$ cat config.mk
export PLATFORM = sky130hd
export DESIGN_NAME = disp_scan_mux
export DESIGN_NICKNAME = d
export VERILOG_FILES = /design/src/rtl/disp_pkg.sv /design/src/rtl/scan_prescaler.sv /design/src/rtl/disp_scan_mux.sv
export SDC_FILE = /design/constraint.sdc
export NUM_CORES = 1
export LEC_CHECK = 0
export CORE_MARGIN = 10
export CORE_UTILIZATION = 35
export DETAILED_ROUTE_END_ITERATION = 10
export PLACE_DENSITY = 0.5
export SKIP_CTS_REPAIR_TIMING = 1
export SYNTH_ARGS = -nofsm -noshare
export SYNTH_HDL_FRONTEND = slang
export SYNTH_SLANG_ARGS = --single-unit
$ cat constraint.sdc
create_clock -name clk -period 2.4 [get_ports clk]
set_input_delay 0.48 -clock clk [delete_from_list [all_inputs] [get_ports clk]]
set_output_delay 0.48 -clock clk [all_outputs]
set_load 0.05 [all_outputs]
$ cat src/rtl/disp_pkg.sv
// Shared definitions for the parking-lot 7-seg display path.
// Holds the digit code width, the named letter codes and the helper
// that decides whether a code has an entry in the downstream decoder.
package disp_pkg;

    localparam int            DIG_W          = 4;
    localparam logic [3:0]    CODE_H         = 4'hA;
    localparam logic [3:0]    CODE_A         = 4'hB;
    localparam logic [3:0]    CODE_MAX       = CODE_A;
    localparam logic [3:0]    CODE_BLANK_OUT = 4'h0;

    // Codes above the last letter have no decoder entry and must stay dark.
    function automatic logic code_legal(input logic [DIG_W-1:0] code);
        return code <= CODE_MAX;
    endfunction

endpackage

$ cat src/rtl/scan_prescaler.sv
// Slot timing for the display scanner.
// presc counts clk cycles inside a digit slot, idx selects the digit slot.
// Ports:
//   clk        in   system clock, rising edge
//   rst_n      in   synchronous active-low reset
//   idx        out  current digit slot
//   in_guard   out  current cycle is inside the anti-ghosting guard window
//   slot_end   out  last cycle of the current slot
//   frame_end  out  last cycle of the last slot (the commit cycle)
module scan_prescaler #(
    parameter int REFRESH_DIV = 50000,
    parameter int NUM_DIGITS  = 4,
    parameter int GUARD       = 2,
    localparam int PW = (REFRESH_DIV > 1) ? $clog2(REFRESH_DIV) : 1,
    localparam int IW = (NUM_DIGITS > 1) ? $clog2(NUM_DIGITS) : 1
) (
    input  logic          clk,
    input  logic          rst_n,
    output logic [IW-1:0] idx,
    output logic          in_guard,
    output logic          slot_end,
    output logic          frame_end
);

    localparam logic [PW-1:0] PRESC_MAX = PW'(REFRESH_DIV - 1);
    localparam logic [IW-1:0] IDX_MAX   = IW'(NUM_DIGITS - 1);

    logic [PW-1:0] presc;

    assign slot_end  = (presc == PRESC_MAX);
    assign frame_end = slot_end && (idx == IDX_MAX);

    generate
        if (GUARD == 0) begin : g_no_guard
            assign in_guard = 1'b0;
        end else begin : g_guard
            localparam logic [PW-1:0] GUARD_C = PW'(GUARD);
            assign in_guard = (presc < GUARD_C);
        end
    endgenerate

    always_ff @(posedge clk) begin
        if (!rst_n) begin
            presc <= '0;
            idx   <= '0;
        end else if (slot_end) begin
            presc <= '0;
            idx   <= (idx == IDX_MAX) ? '0 : idx + 1'b1;
        end else begin
            presc <= presc + 1'b1;
        end
    end

endmodule

$ cat src/rtl/disp_scan_mux.sv
// Time-multiplexed scan driver feeding the 7-seg decoder.
// Display data is double-buffered: load captures into a pending buffer,
// which is copied to the active buffer only in the last cycle of a frame,
// so a frame never shows a mix of old and new digits.
// Ports:
//   clk         in   system clock, rising edge
//   rst_n       in   synchronous active-low reset
//   load        in   1-cycle strobe capturing digits_in/blank_in as pending
//   digits_in   in   digit i code at [4i+3:4i]
//   blank_in    in   1 = digit i dark
//   dig_out     out  code for the current slot (0 when dark)
//   an_n        out  active-low anode enables, at most one low
//   frame_done  out  1-cycle pulse after the last slot of every frame
//   pend_valid  out  pending buffer holds uncommitted data
module disp_scan_mux
    import disp_pkg::*;
#(
    parameter int NUM_DIGITS  = 4,
    parameter int REFRESH_DIV = 50000,
    parameter int GUARD       = 2,
    localparam int IW = (NUM_DIGITS > 1) ? $clog2(NUM_DIGITS) : 1
) (
    input  logic                        clk,
    input  logic                        rst_n,
    input  logic                        load,
    input  logic [DIG_W*NUM_DIGITS-1:0] digits_in,
    input  logic [NUM_DIGITS-1:0]       blank_in,
    output logic [DIG_W-1:0]            dig_out,
    output logic [NUM_DIGITS-1:0]       an_n,
    output logic                        frame_done,
    output logic                        pend_valid
);

    logic [IW-1:0] idx;
    logic          in_guard;
    logic          slot_end;
    logic          frame_end;

    scan_prescaler #(
        .REFRESH_DIV (REFRESH_DIV),
        .NUM_DIGITS  (NUM_DIGITS),
        .GUARD       (GUARD)
    ) u_presc (
        .clk       (clk),
        .rst_n     (rst_n),
        .idx       (idx),
        .in_guard  (in_guard),
        .slot_end  (slot_end),
        .frame_end (frame_end)
    );

    logic [NUM_DIGITS-1:0][DIG_W-1:0] act_code;
    logic [NUM_DIGITS-1:0]            act_blank;
    logic [NUM_DIGITS-1:0][DIG_W-1:0] pend_code;
    logic [NUM_DIGITS-1:0]            pend_blank;

    logic [DIG_W-1:0]      cur_code_p0;
    logic                  lit_p0;
    logic [DIG_W-1:0]      dig_p0;
    logic [NUM_DIGITS-1:0] an_p0;

    // Stage p0: slot state of the current cycle, from the active buffer.
    always_comb begin
        cur_code_p0  = act_code[idx];
        lit_p0       = !in_guard && !act_blank[idx] && code_legal(cur_code_p0);
        dig_p0       = lit_p0 ? cur_code_p0 : CODE_BLANK_OUT;
        an_p0        = '1;
        an_p0[idx]   = ~lit_p0;
    end

    // Stage p1: registered outputs plus buffer/commit state.
    // In the commit cycle the active buffer takes the pending data held
    // before this edge; a simultaneous load refills pending for next frame.
    always_ff @(posedge clk) begin
        if (!rst_n) begin
            act_code   <= '0;
            act_blank  <= '1;
            pend_code  <= '0;
            pend_blank <= '0;
            pend_valid <= 1'b0;
            dig_out    <= CODE_BLANK_OUT;
            an_n       <= '1;
            frame_done <= 1'b0;
        end else begin
            if (frame_end && pend_valid) begin
                act_code  <= pend_code;
                act_blank <= pend_blank;
            end
            if (load) begin
                pend_code  <= digits_in;
                pend_blank <= blank_in;
                pend_valid <= 1'b1;
            end else if (frame_end) begin
                pend_valid <= 1'b0;
            end
            dig_out    <= dig_p0;
            an_n       <= an_p0;
            frame_done <= frame_end;
        end
    end

    // slot_end is only needed inside the prescaler's frame_end term.
    logic unused_ok;
    assign unused_ok = slot_end;

endmodule
==> impl_results.md <==
- Drt total wl: 6215 µm
- Largest family of logic cells by synthesized area: simple AND/OR/NAND/NOR gates
- Post-layout minimum cycle time: 2045 ps
- Final Hold Fails: 0
- Total number of H-tree levels: 3
- Row count: 32
- Die width: 109.9 µm
- Nets: 356
- P&R area growth vs syn: 21.62%
- Tot Pwr: 2254 µW
- Adder-cell share of the synthesized area: 0.02210
- Synthesized flop and latch total: 68
- Register area share after synthesis: 0.4810
- Max-slew violation count: 0
- Compound-gate portion of the synthesized area: 0.07913
- Syn. warnings: 0
- Pin count of the biggest net entering global routing: 42
- Pre-antenna DRT Iters: 5
- Worst VDD drop: 0.3195 mV
- Layout cells sized above 1: 0.09610
- Switching Fraction: 0.2235
- Hold WC Path Type: flop to flop
- Final hold slack: 453.4 ps
- Die height: 109.9 µm
- Initial antenna violation count: 0
- N_diodes: 0
- Tcrit/Tclk final: 0.8519
- Final non-filler cell total: 435
- Num Clock Sinks: 68
- DR WL/cell: 14.29 µm
- Clock transition at path regs: 70 ps
- Initial core utilization: 0.3625
- Syn_area_per_cell: 9.497 µm²
- Vias: 2168
- Vias in the first global route: 2040
- Pwr dens: 654.8 nW/µm²
- WP data required: 1920 ps
- Num CTS Buffers: 9
- Xor/xnor cell area share of the yosys netlist: 0.04023
- GRT Residual Overflow: 0
- Max_cap viols: 0
- Setup TNS: 0 ps
- CP arrival: 1560 ps
- Crit-path max FO: 4
- Seq pwr share: 0.519
- CTS tree: done
- Highest clock rate: 489.1 MHz
- Port bufs: 32
- DP Cell Count: 419
- Final HPWL DP: 4252 µm
- Critical path startpoint category: flop
- Vias per std cell: 4.984
- Post-Syn Area: 2830 µm²
- Largest stage delay, worst path: 830 ps
- Worst-Margin Slew: 528.9 ps
- Critical path's top delay family: buffers and inverters
- Worst slew margin: 0.6465
- Slowest CP cell: clkdlybuf4s50_1
- Antenna Nets Post-Route: 0
- I/O Pins: 33
- Critical path class: flop to output port
- RSZ-0062 raised after global routing: false
- Design Area, Final: 3442 µm²
- Crit. End Element: output port
- Placed inst area: 3239 µm²
- Clock tree buffer depth: 2
- NetSw: 503.8 µW
- Worst Clk Skew: 15.95 ps
- Final Setup Violations: 0
- Multiplexer share of the synthesized area: 0.1132
- CTS Root Cell: clkbuf_8
- Core region area: 7807 µm²
- Most frequent cells in the layout: dfxtp_1 (68), nor2_1 (37), clkdlybuf4s50_1 (32)
- Worst-Skew Late Latency: 350 ps
- Status: completed
- Residual DRC: 0
- Worst Path Buf+Inv: 1
- Most common cell after layout, fill and taps aside: dfxtp_1
- Comb pwr share: 0.051
- Gpl congestion: 0.7801
- Unique masters post-synth: 31
- Critical-path cell list: clkdlybuf4s50_1
- Mapped Nets: 326
- Leakage: 0.001217 µW
- Die area: 12080 µm²
- Post-synthesis cell count: 298
- First-pass GRT wire length: 10310 µm
- Simple-gate share of the synthesized area: 0.2157
- GR Util All Layers: 0.1085
- Number of DRC markers in iteration 0: 87
- Clk network pwr share: 0.430
- Internal power: 1750 µW
registers in the layout, summed over array words and instances (netlist names):
name,flops
dig_out,4
u_presc.idx,2
u_presc.presc,16
pend_code,16
act_code,16
pend_blank,4
pend_valid,1
frame_done,1
an_n,4
act_blank,4
per-layer routing:
metal	routed length [µm]	vias up	GRT usage
met1	3224	989	0.1501
met2	2577	46	0.1482
met5	0	-	0
met4	80	0	0.05297
li1	-	1125	-
met3	331	8	0.03335
worst register-to-register path, stage by stage (launching register included):
cell	delay (ps)
dfxtp_1	580
ha_1	310
nand2_1	360
o31ai_1	340
nand3_1	110
final cells by class:
cell class / count / area, µm²
sequential: 68 / 1361
tap: 102 / 127.6
fill: 775 / 4365
clock inverter: 4 / 47.55
timing repair buffer: 40 / 380.4
multi-input combinational: 200 / 1336
inverter: 9 / 33.78
clock buffer: 12 / 155.1
worst paths after layout:
path                    start          endpoint  slack (ps)  cells after the start
max                pend_valid        pend_valid         360                      1
min reg2reg  u_presc.presc[0]  u_presc.presc[0]         450                      1
max reg2reg    u_presc.idx[0]      act_blank[3]         570                      4
min          u_presc.presc[0]  u_presc.presc[0]         450                      1
per-stage QoR:
step	setup WS (ps)	utilization
4_1_cts	327.6	0.4409
5_1_grt	266.3	0.4409
3_5_place_dp	568.1	0.4149
6_report	355.3	0.4409
2_1_floorplan	906.4	-
3_3_place_gp	559.5	0.4149
cell usage after synthesis:
cell type	number	share of area
and4_1	2	0.0062
nor3_2	1	0.0035
o31ai_1	4	0.011
nand3b_1	1	0.0027
nor4_4	1	0.0075
nor4_1	7	0.015
a21oi_1	20	0.035
nand3_1	10	0.018
buf_6	2	0.0080
clkbuf_1	11	0.015
xor2_1	2	0.0062
nand4_1	25	0.055
ha_1	5	0.022
a31o_2	1	0.0031
nor2_1	37	0.049
and2_1	4	0.0088
or3_1	2	0.0044
nand3_2	1	0.0035
xnor2_1	11	0.034
and3_1	1	0.0022
mux4_2	3	0.024
nand2_1	14	0.019
mux2i_1	20	0.071
mux4_1	2	0.019
buf_2	8	0.014
dfxtp_1	68	0.48
nor3_1	6	0.011
and4b_4	1	0.0049
o21ai_0	17	0.030
nor3b_1	2	0.0053
inv_1	9	0.012
power groups by stage:
stage                     logic [µW]  registers (µW)  clock network, µW
after floorplan                 61.0            1190                  0
after global placement           114            1200                  0
after detailed placement         115            1200                  0
after CTS                        116            1170                998
after global routing             127            1170               1050
final                            114            1170                970
cells by family after synthesis:
group,after synthesis
fa+ha+maj,5
xor+xnor,13
flops,68
buf+inv,30
mux,25
simple gates,115
compound gates,42
Power figures use the tool's default switching activity.
